File: config.mk
export PLATFORM = sky130hd
export DESIGN_NAME = div_unit
export DESIGN_NICKNAME = d
export VERILOG_FILES = /design/src/rtl/div_unit_pkg.sv /design/src/rtl/div_unit.sv
export SDC_FILE = /design/constraint.sdc
export NUM_CORES = 1
export LEC_CHECK = 0
export BUFFER_PORTS_ARGS = -buffer_cell sky130_fd_sc_hd__buf_2
export CAP_MARGIN = 40
export CORE_MARGIN = 2
export CORE_UTILIZATION = 60
export CTS_CLUSTER_SIZE = 20
export DETAILED_ROUTE_END_ITERATION = 6
export PLACE_DENSITY = 0.89
export SLEW_MARGIN = 20
export SYNTH_ARGS = -nofsm -noshare
export SYNTH_HDL_FRONTEND = slang
export SYNTH_SLANG_ARGS = --single-unit
File: constraint.sdc
create_clock -name clk -period 4 [get_ports clk]
set_clock_uncertainty 0.1 [all_clocks]
set_input_delay 0.6 -clock clk [delete_from_list [all_inputs] [get_ports clk]]
set_output_delay 0.6 -clock clk [all_outputs]
set_load 0.03 [all_outputs]
File: src/rtl/div_unit_pkg.sv
// Shared types and constants for the iterative RV32M divider.
// Operation encoding matches funct3[1:0] of DIV/DIVU/REM/REMU.
package div_unit_pkg;

   typedef enum logic [1:0] {
      DIV_OP_DIV  = 2'b00,
      DIV_OP_DIVU = 2'b01,
      DIV_OP_REM  = 2'b10,
      DIV_OP_REMU = 2'b11
   } div_op_t;

   typedef enum logic [1:0] {
      DIV_IDLE,
      DIV_CALC,
      DIV_DONE
   } div_state_t;

   // Cycles from accept to the first cycle resp_valid is high on the normal path
   localparam int unsigned DIV_LATENCY = 33;

   function automatic logic op_is_unsigned(input div_op_t op);
      return (op == DIV_OP_DIVU) || (op == DIV_OP_REMU);
   endfunction

   function automatic logic op_is_rem(input div_op_t op);
      return (op == DIV_OP_REM) || (op == DIV_OP_REMU);
   endfunction

endpackage

File: src/rtl/div_unit.sv
// Radix-2 restoring divider for DIV/DIVU/REM/REMU with valid/ready request and response.
// Magnitudes are divided; signs are reapplied combinationally on the way out.
module div_unit
   import div_unit_pkg::*;
#(
   parameter int unsigned XLEN  = 32,
   parameter int unsigned CNT_W = 5
) (
   input  logic            clk,
   input  logic            rst,
   input  logic            flush,
   input  logic            req_valid,
   output logic            req_ready,
   input  logic [XLEN-1:0] a,
   input  logic [XLEN-1:0] b,
   input  logic [1:0]      div_op_sel,
   output logic            resp_valid,
   input  logic            resp_ready,
   output logic [XLEN-1:0] div_result
);

   localparam logic [XLEN-1:0] MinInt = {1'b1, {(XLEN-1){1'b0}}};

   div_state_t       state_q;
   div_op_t          op_q;
   logic             neg_quo_q;
   logic             neg_rem_q;
   logic [XLEN-1:0]  dvd_q;
   logic [XLEN-1:0]  dvs_q;
   logic [XLEN-1:0]  rem_q;
   logic [CNT_W-1:0] cnt_q;

   div_op_t          req_op;
   logic             req_signed;
   logic [XLEN-1:0]  abs_a;
   logic [XLEN-1:0]  abs_b;
   logic [2*XLEN-1:0] step;

   // The partial remainder is widened by one bit so unsigned divisors above 2**(XLEN-1)
   // never lose the top bit of the shifted remainder.
   function automatic logic [2*XLEN-1:0] restore_step(input logic [XLEN-1:0] rem,
                                                      input logic [XLEN-1:0] dvd,
                                                      input logic [XLEN-1:0] dvs);
      logic [XLEN:0] shifted;
      logic [XLEN:0] diff;
      shifted = {rem, dvd[XLEN-1]};
      diff    = shifted - {1'b0, dvs};
      if (shifted >= {1'b0, dvs}) begin
         return {diff[XLEN-1:0], dvd[XLEN-2:0], 1'b1};
      end
      return {shifted[XLEN-1:0], dvd[XLEN-2:0], 1'b0};
   endfunction

   always_comb begin
      req_op     = div_op_t'(div_op_sel);
      req_signed = !op_is_unsigned(req_op);
      abs_a      = (req_signed && a[XLEN-1]) ? -a : a;
      abs_b      = (req_signed && b[XLEN-1]) ? -b : b;
      step       = restore_step(rem_q, dvd_q, dvs_q);
   end

   always_ff @(posedge clk) begin
      if (rst) begin
         state_q   <= DIV_IDLE;
         op_q      <= DIV_OP_DIV;
         neg_quo_q <= 1'b0;
         neg_rem_q <= 1'b0;
         dvd_q     <= '0;
         dvs_q     <= '0;
         rem_q     <= '0;
         cnt_q     <= '0;
      end else if (flush) begin
         state_q <= DIV_IDLE;
      end else begin
         unique case (state_q)
            DIV_IDLE: begin
               if (req_valid) begin
                  op_q <= req_op;
                  if (b == '0) begin
                     dvd_q     <= '1;
                     rem_q     <= a;
                     neg_quo_q <= 1'b0;
                     neg_rem_q <= 1'b0;
                     state_q   <= DIV_DONE;
                  end else if (req_signed && (a == MinInt) && (b == '1)) begin
                     dvd_q     <= MinInt;
                     rem_q     <= '0;
                     neg_quo_q <= 1'b0;
                     neg_rem_q <= 1'b0;
                     state_q   <= DIV_DONE;
                  end else begin
                     dvd_q     <= abs_a;
                     dvs_q     <= abs_b;
                     rem_q     <= '0;
                     cnt_q     <= CNT_W'(XLEN - 1);
                     neg_quo_q <= req_signed && (a[XLEN-1] ^ b[XLEN-1]);
                     neg_rem_q <= req_signed && a[XLEN-1];
                     state_q   <= DIV_CALC;
                  end
               end
            end
            DIV_CALC: begin
               rem_q <= step[2*XLEN-1:XLEN];
               dvd_q <= step[XLEN-1:0];
               if (cnt_q == '0) begin
                  state_q <= DIV_DONE;
               end else begin
                  cnt_q <= cnt_q - CNT_W'(1);
               end
            end
            DIV_DONE: begin
               if (resp_ready) begin
                  state_q <= DIV_IDLE;
               end
            end
            default: state_q <= DIV_IDLE;
         endcase
      end
   end

   always_comb begin
      req_ready  = (state_q == DIV_IDLE);
      resp_valid = (state_q == DIV_DONE) && !flush;
      if (op_is_rem(op_q)) begin
         div_result = neg_rem_q ? -rem_q : rem_q;
      end else begin
         div_result = neg_quo_q ? -dvd_q : dvd_q;
      end
   end

endmodule

* Word level (Yosys, flattened, before mapping)
Index checks and enable logic that the tools add are counted.
** Storage, ports and cells
- Register bits after elaboration :: 107
- Latch bits :: 0
- RAM bits :: 0
- Bits in read-only memories :: 0
- Output and inout port bits :: 34
- Memories :: 0
** Operators by class
- $add $sub $neg :: 6
- Multiply operators :: 0
- Divide/modulo/power cells :: 0
- Magnitude comparators :: 1
- Equality and inequality tests :: 14
- Shift-type cells :: 0
- Muxes and demuxes :: 30
- Bitwise operators :: 4
- Reduce and logical (&&, ||, !) cells :: 20
** Operators with widths (number)
- $mux 32 :: 10
- $mux 64 :: 2
- $neg 32->32 :: 4
- $pmux 32 s2 :: 2
- $eq 32x32->1 const B :: 2
- $ge 33x32->1 :: 1
- $logic_not 32->1 :: 1
- $sub 32x32->32 :: 1
- $mux 5 :: 4
- $ne 2x2->1 const B :: 6
- $mux 2 :: 5
- $pmux 5 s2 :: 1
- $reduce_and 3->1 :: 3
- $eq 2x2->1 const B :: 4
- $logic_and 1x1->1 :: 6
- $pmux 2 s3 :: 1
- $reduce_and 6->1 :: 1
- $logic_not 5->1 :: 1
- $mux 1 :: 5
- $reduce_and 5->1 :: 1
- $sub 5x1->5 const B :: 1
- $eq 2x1->1 const B :: 2
- $not 1->1 :: 3
- $logic_not 1->1 :: 2
- 5 further kinds :: 6

* Logic depth before layout (Yosys ltp)
Gate-level depths: netlist of the first run.
- Word-level depth :: 9
- Gate-level depth with buffers :: 14

* Least setup slack after synthesis of the first run
OpenSTA, ideal clock, no wires.
- Kind :: reg2out
- Start :: reg dvd_q[10]
- End :: out div_result[25]
- Data arrival time :: 3.105 ns
- Setup slack :: 0.195 ns
- Stages on the path, launching flop included :: 9
- Path buffers :: 1
- Cell sequence :: dfxtp_1 > or4_4 > or3_4 > or4_4 > or3_1 > buf_6 > o31ai_4 > xor2_1 > o21ai_0
** Between the ends
- Longest elaborated chain between the ends :: 3
** Ends and longest elaborated chain
- from (decl) :: RTL line div_unit.sv:28 : logic [XLEN-1:0] dvd_q;
- from (signal assigned) :: RTL line div_unit.sv:86 : dvd_q <= MinInt;
- from (signal assigned) :: RTL line div_unit.sv:92 : dvd_q <= abs_a;
- from (signal assigned) :: RTL line div_unit.sv:104 : dvd_q <= step[XLEN-1:0];
- $neg 32->32 :: RTL line div_unit.sv:127 : div_result = neg_quo_q ? -dvd_q : dvd_q;
- $mux 32 :: RTL line div_unit.sv:127
- $mux 32 :: RTL line div_unit.sv:124 : if (op_is_rem(op_q)) begin
- to (decl) :: RTL line div_unit.sv:19 : output logic [XLEN-1:0] div_result
No other way between the ends.

* Worst setup path after layout of the first run
- Start :: reg dvd_q[11]
- End :: out div_result[25]
The elaborated chain is that of the path after synthesis.

==> results of run 1 <==
synthesized netlist by cell type, drive strengths merged (13+ instances only):
library cell and count:
a211oi 68, a21o 20, a21oi 113, a221oi 13
a22oi 14, buf 23, clkbuf 56, dfxtp 106
ha 39, inv 51, mux2 16, nand2 94
nand2b 14, nand3 19, nand4 17, nor2 154
nor3 40, nor4 17, o21ai 77, o31ai 28
o41ai 16, or3 22, or4 17, xnor2 85
xor2 61
repair_timing:
action / in CTS / in global routing
gates cloned: 0 / 0
buffers inserted: 0 / 4
hold buffers: 0 / 0
resized for setup: 8 / 38
pin swaps: 1 / 9
setup endpoints to repair: 11 / 13
registers in the layout (all words and copies together), names as in the netlist:
| signal | cells |
|---|---|
| dvs_q | 32 |
| op_q | 1 |
| dvd_q | 32 |
| rem_q | 32 |
| state_q | 2 |
| neg_quo_q | 1 |
| cnt_q | 5 |
| neg_rem_q | 1 |
worst max-delay path, cell delays in order (launching register included):
cell and delay, ns:
dfxtp_4 0.37, or4_4 0.54, or3_4 0.36, or4_4 0.44
or3_4 0.46, buf_4 0.17, o31ai_4 0.17, xor2_1 0.17
o21ai_0 0.10, buf_4 0.20
final cells by class:
class                      instances  share of cell area [%]
sequential                       106                    19.6
inverter                          51                    1.76
multi-input combinational       1053                    64.8
tap                              216                    2.48
clock buffer                      11                    2.32
clock inverter                     5                   0.563
timing repair buffer             146                    8.48
per-stage QoR:
step / power [uW] / setup TNS, ns / cells
4_1_cts: 3870 / -0.0234 / 1584
3_3_place_gp: 2870 / 0 / 1566
6_report: 3940 / -0.0573 / 1588
2_1_floorplan: 2460 / 0 / 1289
5_1_grt: 4140 / -0.505 / 1588
3_5_place_dp: 2900 / 0 / 1568
power breakdown:
group          switching [uW]  total [uW]  internal, uW
Combinational            1030        1730           703
Sequential                101        1240          1140
Clock                     444         969           524
kinds of logic (layout without fill, tap and decap cells):
group	count (synthesis)	count (layout)
DFF	106	106
AOI/OAI and AO/OA	420	420
adders and majority gates	40	40
muxes	23	23
xor gates and xnor gates	146	146
buffers and inverters	130	213
and+or+nand+nor	424	424
worst paths after layout:
check                                             from  slack [ns]                endpoint
worst max-delay path            dvd_q[11]$_SDFFE_PP0P_       -0.03          div_result[25]
worst min register to register  dvs_q[31]$_SDFFE_PP0P_        0.36  dvs_q[31]$_SDFFE_PP0P_
worst max register to register   rem_q[2]$_SDFFE_PP0P_        0.28  rem_q[28]$_SDFFE_PP0P_
worst min-delay path            dvs_q[31]$_SDFFE_PP0P_        0.36  dvs_q[31]$_SDFFE_PP0P_
routing by layer:
metal / track usage (%) / vias to the layer above
met5: 0 / -
met4: 17.8 / 0
met3: 5.25 / 150
met2: 58.8 / 591
met1: 42.3 / 4820
li1: - / 4887
==> results.toml, run 1 <==
[status]
status = "finished with violations"
violations = "setup timing"

[synth]
yosysTopAreaCellShare_pct = 22.1
synth.largest_area_cell = "dfxtp_1"
async_flop_share_pct = 0
synth_top_family_by_area = "compound AO/OA/AOI/OAI gates"
synth_xor_area_share_pct = 13.3
synth_cell_type_count = 73
synth-edff-count = 0
mappedNetlistNets = 1400
yosysSeqAreaShare_pct = 22.1
synth_cells = 1289
avgSynthCellArea_um2 = 7.44
synth_fa_ha_area_share_pct = 5.30
synthMuxAreaShare_pct = 2.61
ys_top_cells_by_area = "dfxtp_1, xnor2_1, nor2_1"
synthFlopType = "dfxtp_1"
synth.cell_area_um2 = 9590
yosysWarnings = 0
synthSimpleGateAreaFrac_pct = 21.7
synth_compound_area_share_pct = 29.4
ys_ff_latch = 106

[clock_tree]
htree_levels = 3
root_buffer = "clkbuf_16"
clockBufferDepth = 2
tritoncts = "yes"
clk_latency_ns = 0.37
cts_sinks = 106
numCtsBuffers = 9
clk_pin_slew_ns = 0.07

[sta]
maxSlewHeadroom_pct = 45.0
max_freq_ghz = 0.248
period_minus_slack_ns = 4.03
rsz0062_at_grt = "yes"
worst_slack_ns = -0.0322
worst_pin_slew_ns = 0.824
final_max_slew_viol_count = 0
hold_violations = 0
fin_hold_ws_ns = 0.360
setup_viol = 2
finalCritPeriodShare_pct = 101

[route]
routed.top_layer = "met4"
ant_nets = 0
dr_wl_met2_mm = 13.8
met1Wirelength_mm = 11.9
via_per_inst = 6.58
vias = 10400
avgRoutedWirePerCell_um = 18.8
drt_iter0_markers = 1338
dr_wl_met3_mm = 2.38
drcViolationCount = 0
totalWireLength_mm = 29.9
firstDrtPassIters = 6

[global_route]
grtUsageTotal_pct = 34.4
grt_pass1_vias = 9582
grt_max_degree = 76
overflow = 0
grt_antenna_before_repair = 0
grt_pass1_wl_mm = 46.8

[final_layout]
syn2layout_area_growth_pct = 13.5
finalInstanceArea_um2 = 10900
regArea_um2 = 2130
drive_gt1_share_pct = 17.1
multiInputGateArea_um2 = 7050
num_antenna_cells = 0
final_nets = 1478
final_core_util_pct = 69.0
final_cell_mix = "nor2_1, a21oi_1, dfxtp_1"
final_common_cell = "nor2_1"
fillers = 1334

[pwr]
p_leak_uw = 0.00422
power_density_nw_per_um2 = 362
vdd_drop_max_mv = 0.240

[placement]
gp_congestion = 1.01
pre_cts_ws_ns = 0.191
placed_area_um2 = 10400
dp.final_hpwl_mm = 22.1
io_buffers = 104

[die]
die_area_um2 = 17000
ios = 105
die_h_um = 130
initial_core_util_pct = 60.8
rows = 46
coreArea_um2 = 15800
die_x_um = 130

[worst_setup_path]
crit_type = "reg2out"
ff2ff_path_depth = 12
crit_path_max_fanout = 5
start_kind = "register"
critPathRequiredTime_ns = 3.30
endpoint_kind = "primary output"
worstPathArrival_ns = 3.33

[min_path]
hold_path.class = "reg2reg"
min_delay_path_depth = 2

[run]
max-cap-violations = 0
Note: power is estimated with default switching activity, not from simulation.
==> inputs of run 2 (changes only) <==
Settings changed: CORE_MARGIN 2 to 5.
==> run 2 against run 1 <==
The flow now finishes without violations. Clock power down 11%. Combinational power barely moved. Count of clock-buffer cells in the layout increased by 1. Sequential cell count did not move. Maximum frequency is 1.4% higher. Die area up 9.4%. Non-clock buffer count rose by 4. First-iteration DRC count fell by 22%. Cell count up 0.19%. Global-route usage shrank 2.7 points. Wire length rose by 0.77%. Register-to-register slack got worse by 0.08 ns. Largest cell class unchanged.
==> results.toml, run 2 (same netlist as run 1, synthesis figures left out) <==
[final_layout]
final_common_cell = "nor2_1"
syn2layout_area_growth_pct = 13.6
num_antenna_cells = 0
final_cell_mix = "nor2_1, a21oi_1, dfxtp_1"
drive_gt1_share_pct = 17.3
final_nets = 1482
final_cells = 1591
reg_top3 = "dvd_q (32), dvs_q (32), rem_q (32)"

[worst_setup_path]
crit_type = "reg2out"
crit_start = "dvd_q[11]$_SDFFE_PP0P_"
crit_path_max_fanout = 6
rrSetupSlack_ns = 0.20
critPathRequiredTime_ns = 3.30
r2r_start = "rem_q[2]$_SDFFE_PP0P_"
start_kind = "register"
endpoint_kind = "primary output"
r2r_end = "rem_q[28]$_SDFFE_PP0P_"
ff2ff_path_depth = 12
worstPathArrival_ns = 3.28
crit_end = "div_result[29]"

[clock_tree]
htree_levels = 3
numCtsBuffers = 9
hold_buffers = 0
clk_latency_ns = 0.36
root_buffer = "clkbuf_16"
clockBufferDepth = 2
cts_sinks = 106
tritoncts = "yes"
clk_pin_slew_ns = 0.07

[status]
status = "complete, no violations"

[pwr]
p_leak_uw = 0.00423
swShare_pct = 40.2
power_density_nw_per_um2 = 354
p_sw_uw = 1550
pwr-share-seq_pct = 32.1
p_int_uw = 2300
vdd_drop_max_mv = 0.273
p_comb_share_pct = 45.4
p_clk_share_pct = 22.5

[route]
drt_iter0_markers = 1050
avgRoutedWirePerCell_um = 18.9
firstDrtPassIters = 6
totalWireLength_mm = 30.1
drcViolationCount = 0
ant_nets = 0
vias = 10500
via_per_inst = 6.57

[sta]
final_max_slew_viol_count = 0
period_minus_slack_ns = 3.98
finalCritPeriodShare_pct = 99.4
rsz0062_at_grt = "yes"
fin_hold_ws_ns = 0.371
setup_viol = 0
setup_tns_ns = 0
worst_pin_slew_ns = 0.855
max_freq_ghz = 0.252
maxSlewHeadroom_pct = 42.2
hold_violations = 0

[die]
initial_core_util_pct = 60.8
die_h_um = 136
coreArea_um2 = 15800
rows = 46
die_area_um2 = 18600
ios = 105
die_x_um = 136

[global_route]
grt_antenna_before_repair = 1
grt_pass1_wl_mm = 47.6
grtUsageTotal_pct = 31.8
overflow = 0
grt_pass1_vias = 9710
grt_max_degree = 69

[placement]
io_buffers = 104
dp.final_hpwl_mm = 22.7
place_inst = 1573
gp_congestion = 0.993

[min_path]
hold_path.class = "in2reg"

[run]
max-cap-violations = 0
-- run 2: cell count changes in the layout (fill, tap and decap cells not counted), moves of 2 or more --
cell      previous run  this run
o21ai_1              7         9
buf_4               46        48
clkinv_2             1         3
clkinv_4             2         0
clkbuf_4             1         3
-- run 2: timing repair --
action | in CTS | in global routing
pin swaps | 1 | 9
setup endpoints to repair | 10 | 11
buffers inserted | 0 | 3
gates cloned | 0 | 0
resized for setup | 5 | 43
endpoints found under the hold margin | 0 | 0
-- run 2: per-stage QoR --
step | utilization, % | worst slack (ns) | area (um^2) | power (uW)
3_3_place_gp | 65.8 | 0.225 | 10400 | 2870
4_1_cts | 68.1 | 0.000459 | 10700 | 3780
5_1_grt | 69.1 | -0.0848 | 10900 | 4050
2_1_floorplan | - | 0.195 | 9590 | 2460
6_report | 69.1 | 0.0247 | 10900 | 3850
3_5_place_dp | 66.2 | 0.191 | 10400 | 2910
-- run 2: power by group through the flow --
stage	sequential (uW)	combinational, uW	clock [uW]
2_1_floorplan	1230	1230	0
4_1_cts	1230	1680	870
6_report	1240	1750	866
3_3_place_gp	1260	1610	0
3_5_place_dp	1250	1660	0
5_1_grt	1240	1900	904
-- run 2: layout make-up --
| class | count | area [um^2] |
|---|---|---|
| clock inverter | 3 | 15.0 |
| tap | 216 | 270 |
| clock buffer | 12 | 256 |
| sequential | 106 | 2130 |
| inverter | 51 | 191 |
| fill | 1330 | 4880 |
| multi-input combinational | 1053 | 7070 |
| timing repair buffer | 150 | 962 |
-- run 2: how the worst min path moves through the flow --
stage / startpoint / to / slack [ns] / depth (start not counted)
2_1_floorplan: dvs_q[31]$_SDFFE_PP0P_ / dvs_q[31]$_SDFFE_PP0P_ / 0.33 / 2
3_3_place_gp: dvs_q[31]$_SDFFE_PP0P_ / dvs_q[31]$_SDFFE_PP0P_ / 0.34 / 2
3_5_place_dp: dvs_q[11]$_SDFFE_PP0P_ / dvs_q[11]$_SDFFE_PP0P_ / 0.37 / 2
4_1_cts: div_op_sel[1] / op_q[1]$_SDFFE_PP0P_ / 0.36 / 3
5_1_grt: div_op_sel[1] / op_q[1]$_SDFFE_PP0P_ / 0.38 / 3
6_report: div_op_sel[1] / op_q[1]$_SDFFE_PP0P_ / 0.37 / 3
-- run 2: worst max-delay path, stage by stage (launching register included) --
cell     delay [ns]
dfxtp_4        0.35
or4_4          0.52
or3_4          0.36
or4_4          0.44
or3_4          0.48
o31ai_4        0.25
xnor2_1        0.16
nor2_1         0.08
a21oi_2        0.13
buf_6          0.14
-- run 2: per-layer routing --
| layer | share of wire [%] | wire, um | track usage [%] |
|---|---|---|---|
| met4 | 5.4 | 1640 | 15.0 |
| met3 | 8.0 | 2400 | 5.40 |
| met5 | 0.033 | 10 | 0 |
| met1 | 39 | 11700 | 39.0 |
| met2 | 48 | 14300 | 54.0 |
==> inputs of run 3 (changes only) <==
Settings changed: CTS_CLUSTER_SIZE 20 to 10.
Clock period 4 ns to 3.88 ns, I/O delays scaled along.
==> run 3 against run 2 <==
The flow now finishes with violations (DRC, setup timing). Register-to-register slack gained 0.06 ns. Clock power is 18% higher. Via count grew 0.86%. Worst setup slack worse by 0.086 ns. Global-route usage is 0.55 points higher. Total power rose by 7.4%. Highest routed layer is now met4.
==> results.toml, run 3 (same netlist as run 1, synthesis figures left out) <==
[final_layout]
final_common_cell = "nor2_1"
drive_gt1_share_pct = 18.1
final_cell_mix = "nor2_1, a21oi_1, dfxtp_1"
final_cells = 1602
reg_top3 = "dvd_q (32), dvs_q (32), rem_q (32)"
final_nets = 1491
syn2layout_area_growth_pct = 15.3
final_core_util_pct = 70.1

[pwr]
pwr-share-seq_pct = 30.6
power_density_nw_per_um2 = 374
vdd_drop_max_mv = 0.273
p_comb_share_pct = 44.8
p_clk_share_pct = 24.6
p_sw_uw = 1640
p_leak_uw = 0.00430
p_int_uw = 2500
swShare_pct = 39.6
power_uw = 4140

[route]
totalWireLength_mm = 30.6
firstDrtPassIters = 7
vias = 10500
drcViolationCount = 5
via_per_inst = 6.58
drt_iter0_markers = 1485
avgRoutedWirePerCell_um = 19.1
ant_nets = 0

[worst_setup_path]
cpPeakStageDelay_ns = 0.54
worstPathArrival_ns = 3.26
endpoint_kind = "primary output"
crit_start = "dvd_q[10]$_SDFFE_PP0P_"
path_cells = "or4_4 > or3_4 > or4_4 > or3_4 > o31ai_4 > xnor2_1 > nor2_1 > a21oi_1 > buf_4"
crit_type = "reg2out"
critPathRequiredTime_ns = 3.20
r2r_start = "rem_q[2]$_SDFFE_PP0P_"
crit_path_max_fanout = 6
start_kind = "register"
crit_slowest_cell = "or4_4"

[sta]
rsz0062_at_grt = "yes"
period_minus_slack_ns = 3.94
setup_viol = 6
worst_slack_ns = -0.0609
final_max_slew_viol_count = 0
finalCritPeriodShare_pct = 102
hold_violations = 0
max_freq_ghz = 0.254
maxSlewHeadroom_pct = 46.2
worst_pin_slew_ns = 0.795
setup_tns_ns = -0.206

[clock_tree]
clockBufferDepth = 2
htree_levels = 3
clk_latency_ns = 0.36
clk_pin_slew_ns = 0.08
root_buffer = "clkbuf_16"
tritoncts = "yes"
numCtsBuffers = 9
cts_sinks = 106

[global_route]
overflow = 0
grt_antenna_before_repair = 0
grt_pass1_vias = 9736
grt_max_degree = 71
grtUsageTotal_pct = 32.3
grt_pass1_wl_mm = 48.5

[run]
max-cap-violations = 0

[min_path]
hp-start = "dvs_q[31]$_SDFFE_PP0P_"
hold_path.class = "reg2reg"

[die]
die_h_um = 136
initial_core_util_pct = 60.8
coreArea_um2 = 15800
die_area_um2 = 18600
ios = 105
die_x_um = 136
rows = 46

[placement]
pre_cts_ws_ns = 0.104
place_inst = 1578
gp_congestion = 1.01
dp.final_hpwl_mm = 22.7
io_buffers = 104

[status]
violations = "DRC, setup timing"
status = "finished with violations"
[run 3: cell count changes in the layout (fill, tap and decap cells not counted), sizes merged]
cell,delta
nand2,+1
clkbuf,-5
clkinvlp,+1
diode,+1
buf,+11
bufinv,+2
inv,+1
clkinv,-1
[run 3: critical path, delay by kind of cell, from the launching register on]
kind                   cells  cell delay, ns
flip-flops                 1            0.33
XOR/XNOR                   1            0.14
AND/OR/NAND/NOR            5            1.83
buffers and inverters      1            0.19
AO/OA/AOI/OAI              2            0.40
[run 3: repair_timing]
action,4_1_cts,5_1_grt
pin swaps,6,13
endpoints found under the setup margin,12,17
setup buffers,3,3
hold buffers,0,0
gates cloned,0,1
gates resized for setup,29,24
[run 3: area by class of cell]
cell class	instances	area (um^2)
Multi-Input combinational cell	1054	7100
Fill cell	1331	4710
Sequential cell	106	2140
Timing Repair Buffer	158	1040
Tap cell	216	270
Clock buffer	10	229
Inverter	51	191
Clock inverter	6	90.1
Antenna cell	1	2.50
[run 3: worst paths after layout]
kind | endpoint | slack (ns) | cells past startpoint
min | dvs_q[31]$_SDFFE_PP0P_ | 0.36 | 2
max reg2reg | rem_q[10]$_SDFFE_PP0P_ | 0.26 | 11
min reg2reg | dvs_q[31]$_SDFFE_PP0P_ | 0.36 | 2
max | div_result[29] | -0.06 | 9
[run 3: power by group through the flow]
| stage | logic, uW | registers, uW | clock network [uW] |
|---|---|---|---|
| 2_1_floorplan | 1270 | 1270 | 0 |
| 3_3_place_gp | 1680 | 1290 | 0 |
| 3_5_place_dp | 1730 | 1290 | 0 |
| 4_1_cts | 1780 | 1260 | 1020 |
| 5_1_grt | 2020 | 1280 | 1060 |
| 6_report | 1860 | 1270 | 1020 |
[run 3: routing by layer]
metal	GRT usage [%]	share of wire, %	vias to the layer above
li1	-	-	4905
met1	40.3	39	4909
met2	54.1	48	587
met3	4.66	8.2	148
met4	16.7	5.5	0
met5	0	0	-
[run 3: per-stage QoR]
stage | cell area, um^2 | hold slack, ns
after floorplan | 9590 | 0.332
after global placement | 10400 | 0.343
after detailed placement | 10500 | 0.351
after CTS | 11000 | 0.347
after global routing | 11100 | 0.384
final | 11100 | 0.356
